--- config.mk ---
export PLATFORM = sky130hd
export DESIGN_NAME = frv_masked_a2b
export DESIGN_NICKNAME = d
export VERILOG_FILES = /design/src/rtl/frv_masked_a2b.sv
export SDC_FILE = /design/constraint.sdc
export NUM_CORES = 1
export LEC_CHECK = 0
export BUFFER_PORTS_ARGS = -buffer_cell sky130_fd_sc_hd__buf_2
export CAP_MARGIN = 20
export CORE_ASPECT_RATIO = 0.6
export CORE_MARGIN = 5
export CORE_UTILIZATION = 39
export DETAILED_ROUTE_END_ITERATION = 16
export SYNTH_ARGS = -nofsm -noshare
export SYNTH_HDL_FRONTEND = slang
export SYNTH_SLANG_ARGS = --single-unit
export TNS_END_PERCENT = 30
--- constraint.sdc ---
create_clock -name g_clk -period 2.3 [get_ports g_clk]
set_clock_uncertainty 0.15 [all_clocks]
set_input_delay 0.115 -clock g_clk [delete_from_list [all_inputs] [get_ports g_clk]]
set_output_delay 0.115 -clock g_clk [all_outputs]
set_load 0.05 [all_outputs]
--- src/rtl/frv_masked_a2b.sv ---
// rtl/frv_masked_a2b.sv - iterative arithmetic-to-Boolean mask converter (Goubin carry propagation)
//
// Converts x held as arithmetic shares (x = i_a0 + i_a1 mod 2^N) into Boolean
// shares (x = o_b0 ^ o_b1) without ever forming x. One fresh random word
// (i_gamma) is consumed per conversion.
//
// Ports:
//   g_clk     in   clock, rising edge
//   g_resetn  in   synchronous active-low reset
//   ena       in   request, held high with stable inputs until rdy
//   i_a0      in   N  arithmetic share A
//   i_a1      in   N  arithmetic share r
//   i_gamma   in   N  fresh randomness, sampled once at capture
//   o_b0      out  N  Boolean share x ^ r
//   o_b1      out  N  Boolean share r
//   rdy       out  result valid (registered level, held while ena stays high)
//
// Configuration macro: FRV_MASKED_A2B_UNROLL2_EN
//   defined   - two chained iterations per LOOP cycle (single one at cnt=31)
//   undefined - one iteration per LOOP cycle

module frv_masked_a2b #(
    parameter int N = 32
) (
    input  logic         g_clk,
    input  logic         g_resetn,
    input  logic         ena,
    input  logic [N-1:0] i_a0,
    input  logic [N-1:0] i_a1,
    input  logic [N-1:0] i_gamma,
    output logic [N-1:0] o_b0,
    output logic [N-1:0] o_b1,
    output logic         rdy
);

    typedef enum logic [1:0] {
        S_IDLE = 2'd0,
        S_LOOP = 2'd1,
        S_FIN  = 2'd2,
        S_DONE = 2'd3
    } state_t;

    state_t       state_q, state_d;
    logic [4:0]   cnt_q, cnt_d;
    logic         cap, step, fin;

    logic [N-1:0] t_q, xp_q, om_q, a_q, r_q;

    // One carry-propagation step: the masked carry word is rebuilt from the
    // shares and shifted up one place; the top carry falls off (mod 2^N).
    function automatic logic [N-1:0] a2b_step(
        input logic [N-1:0] t,
        input logic [N-1:0] r,
        input logic [N-1:0] a,
        input logic [N-1:0] om
    );
        logic [N-1:0] g;
        g = (t & r) ^ om ^ (t & a);
        return {g[N-2:0], 1'b0};
    endfunction

    // Init step, evaluated on the live inputs during the capture cycle.
    // Each intermediate stays masked by gamma or by a share.
    logic [N-1:0] t_init, xp_tmp, om_tmp, xp_init, g_tmp, om_init;

    always_comb begin
        t_init  = {i_gamma[N-2:0], 1'b0};
        xp_tmp  = i_gamma ^ i_a1;
        om_tmp  = i_gamma & xp_tmp;
        xp_init = t_init ^ i_a0;
        g_tmp   = (i_gamma ^ xp_init) & i_a1;
        om_init = om_tmp ^ g_tmp ^ (t_init & i_a0);
    end

    logic [N-1:0] t_step1, t_loop;
    logic [4:0]   cnt_inc;

    assign t_step1 = a2b_step(t_q, r_q, a_q, om_q);

`ifdef FRV_MASKED_A2B_UNROLL2_EN
    logic [N-1:0] t_step2;
    assign t_step2 = a2b_step(t_step1, r_q, a_q, om_q);
    // cnt visits 1,3,...,29 (two steps each) then 31 (one step): 31 in total.
    assign t_loop  = (cnt_q == 5'd31) ? t_step1 : t_step2;
    assign cnt_inc = 5'd2;
`else
    assign t_loop  = t_step1;
    assign cnt_inc = 5'd1;
`endif

    always_comb begin
        state_d = state_q;
        cnt_d   = cnt_q;
        cap     = 1'b0;
        step    = 1'b0;
        fin     = 1'b0;
        case (state_q)
            S_IDLE: begin
                if (ena) begin
                    cap     = 1'b1;
                    state_d = S_LOOP;
                    cnt_d   = 5'd1;
                end
            end
            S_LOOP: begin
                if (!ena) begin
                    state_d = S_IDLE;
                    cnt_d   = 5'd0;
                end else begin
                    step = 1'b1;
                    if (cnt_q == 5'd31) begin
                        state_d = S_FIN;
                        cnt_d   = 5'd0;
                    end else begin
                        cnt_d = cnt_q + cnt_inc;
                    end
                end
            end
            S_FIN: begin
                if (!ena) begin
                    state_d = S_IDLE;
                end else begin
                    fin     = 1'b1;
                    state_d = S_DONE;
                end
            end
            S_DONE: begin
                if (!ena) begin
                    state_d = S_IDLE;
                end
            end
            default: begin
                state_d = S_IDLE;
                cnt_d   = 5'd0;
            end
        endcase
    end

    always_ff @(posedge g_clk) begin
        if (!g_resetn) begin
            state_q <= S_IDLE;
            cnt_q   <= 5'd0;
            rdy     <= 1'b0;
        end else begin
            state_q <= state_d;
            cnt_q   <= cnt_d;
            rdy     <= (state_d == S_DONE);
        end
    end

    // Share registers only move when their state is active, so idle cycles
    // leave them untouched.
    always_ff @(posedge g_clk) begin
        if (!g_resetn) begin
            t_q  <= '0;
            xp_q <= '0;
            om_q <= '0;
            a_q  <= '0;
            r_q  <= '0;
            o_b0 <= '0;
            o_b1 <= '0;
        end else begin
            if (cap) begin
                t_q  <= t_init;
                xp_q <= xp_init;
                om_q <= om_init;
                a_q  <= i_a0;
                r_q  <= i_a1;
            end else if (step) begin
                t_q <= t_loop;
            end
            if (fin) begin
                o_b0 <= xp_q ^ t_q;
                o_b1 <= r_q;
            end
        end
    end

endmodule

==> out/summary.txt <==
Hold Violations, Final: 0
drt wl/cell: 15.54 um
Post-layout nets: 1,605
fill cell count: 2,460
CTS Buffer Depth: 3
Worst Min Path Start: i_a1[10]
VDD IR-drop max: 441.4 uV
first-pass GRT wire length: 45,900 um
crit path from: state_q[1]
Area contributors post-synth: dfxtp_1 45%, nand2_1 14%, a21oi_1 8.0%, xnor2_1 5.3%, xor2_1 5.2%
Worst EP arrival: 2.20 ns
Pwr Total: 9259 uW
number of CTS-inserted buffers: 23
Max Cap Viol: 0
slowest CP cell: dfxtp_1
R2R Path Start: state_q[1]
top-level I/O count: 164
clk sinks: 228
CP endpoint kind: register
number of setup buffers added after CTS: 0
First-pass DRT Iterations: 5
highest-count cells in the layout ignoring fill and taps: 376 x nand2_1, 227 x dfxtp_1, 163 x a21oi_1
Startpoint Class: register
min-delay worst type: input port to register
layout cell share with drive strength beyond 1: 15.31%
initial core utilization: 40.01%
Syn Nets: 1,386
Post-Synthesis Mean Instance Area: 8.150 sq um
Area growth syn-to-layout: 28.48%
final wirelength: 28,610 um
Die W: 219.1 um
Post-DP HPWL: 18,450 um
fin. max-slew vios: 0
vias per inst: 4.976
maximum clock rate: 519.0 MHz
min cycle time layout: 1.927 ns
core area: 25,560 sq um
residual DRC count: 0
Final Wtd Congestion: 0.7836
Post-Syn Instances: 1,255
Synth area leader: dfxtp_1
setup TNS: 0 ns
crit-path cells: nand2b_2, buf_12, nor2_4, buf_12, nor2_1, a211oi_1
Worst Tran Pin Value: 0.5399 ns
Required @ worst endpoint: 2.57 ns
FP Rows: 45
Mapped Area: 10,230 sq um
grt ovf: 0
clk_lat worst skew: 0.51 ns
H-tree depth: 1
max incr delay on CP: 0.40 ns
Tcrit/Tclk final: 83.78%
Synth cell types: 34
port buffer count: 162
pwr dens: 704.6 nW/um^2
flops & latches, synth: 228
ant diodes: 0
vias: 9,160
Crit path top cell by count: buf_12
crit path max fanout: 67
pin count of the biggest net entering global routing: 68
leak pwr: 0.005344 uW
CTS tree: built
post-route ant nets: 0
sequential fraction of the synthesis area: 44.62%
outcome: completed
die area: 29,670 sq um
Worst-path clk slew: 0.06 ns
endpoints failing setup: 0
via count of the first global-routing pass: 8,745
RSZ-0062 raised after global routing: no
Rel. slew slack: 64.01%
Syn. warnings: 0
post-synth top area share: 44.62%
antenna violations before repair: 0
CP Class: register to register
CTS root buf: clkbuf_16
total global-route track usage: 18.82%
most common cell after layout, fill and taps aside: nand2_1
initial DRC count: 611
Chip Height: 135.4 um
layer usage:
layer	part of all wire [%]	global-route usage, %	up-vias	routed length [um]
li1	-	-	4679	-
met1	50	27.48	4246	14300
met2	43	29.04	195	12290
met3	5.2	3.708	40	1476
met4	1.9	3.730	0	544
met5	0	0	-	0
worst max-delay path, delay by kind of cell, from the launching register on:
family / cells / cell delay (ns)
and+or+nand+nor: 3 / 0.49
DFF: 1 / 0.40
buffers and inverters: 2 / 0.50
AOI/OAI and AO/OA: 1 / 0.23
flip-flops by register name, indices dropped and copies added, names as in the netlist:
name and count:
state_q 2, cnt_q 5, o_b1 32, a_q 30
rdy 1, r_q 32, om_q 31, o_b0 32
xp_q 32, t_q 31
area by class of cell:
type	count	area, sq um	share of cell area (%)
timing repair buffer	282	2082	15.84
clock buffer	35	680.7	5.179
tap	352	440.4	3.351
inverter	3	16.27	0.1238
sequential	228	4566	34.74
clock inverter	5	78.83	0.5998
multi-input combinational	936	5278	40.16
stage by stage:
| stage | instances | hold WS [ns] | area, sq um | utilization (%) | setup WS [ns] |
|---|---|---|---|---|---|
| after CTS | 1841 | 0.2176 | 13140 | 51.41 | 0.4044 |
| after detailed placement | 1703 | 0.2273 | 11400 | 44.60 | 0.4264 |
| final | 1841 | 0.2492 | 13140 | 51.41 | 0.3731 |
| after global placement | 1703 | 0.2203 | 11400 | 44.60 | 0.4893 |
| after floorplan | 1255 | 0.1010 | 10230 | - | 0.7243 |
| after global routing | 1841 | 0.2516 | 13140 | 51.41 | 0.2542 |
synthesized netlist by cell type:
library cell / count
nand3_1: 2
o221a_2: 1
nor2b_1: 1
a21boi_0: 18
o21ai_0: 3
a21oi_1: 163
xor2_1: 61
inv_2: 1
nand2_1: 377
o311ai_1: 1
dfxtp_1: 228
and3b_1: 1
buf_6: 5
or4_1: 29
ha_1: 32
and3_1: 32
xnor2_1: 62
nand4_1: 29
clkinv_1: 1
nand2b_1: 1
nor2_1: 41
a211oi_1: 33
nor3_1: 1
a21boi_1: 10
inv_1: 1
nor3b_1: 2
a31oi_1: 30
clkbuf_1: 59
o211a_1: 2
nor2_4: 1
mux2i_1: 1
buf_2: 22
a22oi_1: 2
buf_4: 2
path summary, 6_finish.rpt:
kind                            slack, ns  cells after the start        to
worst min-delay path                 0.25                      4   r_q[10]
worst min register to register       0.30                      2  o_b1[28]
worst max register to register       0.37                      6   om_q[0]
worst max-delay path                 0.37                      6   om_q[0]
where the power goes:
group	switching (uW)	total [uW]	internal [uW]
Combinational	618	1170	552
Clock	1550	3810	2260
Sequential	142	4280	4130
repair_timing:
action,in CTS,in global routing
endpoints found under the setup margin,0,0
hold buffers,98,0
gates resized for setup,0,0
endpoints found under the hold margin,167,0
cells by family after synthesis:
family	synth area share [%]
fa+ha+maj	3.914
xor+xnor	10.53
compound gates	14.97
buf+inv	4.049
simple gates	21.81
flops	44.62
mux	0.09786
Power figures use the tool's default switching activity.
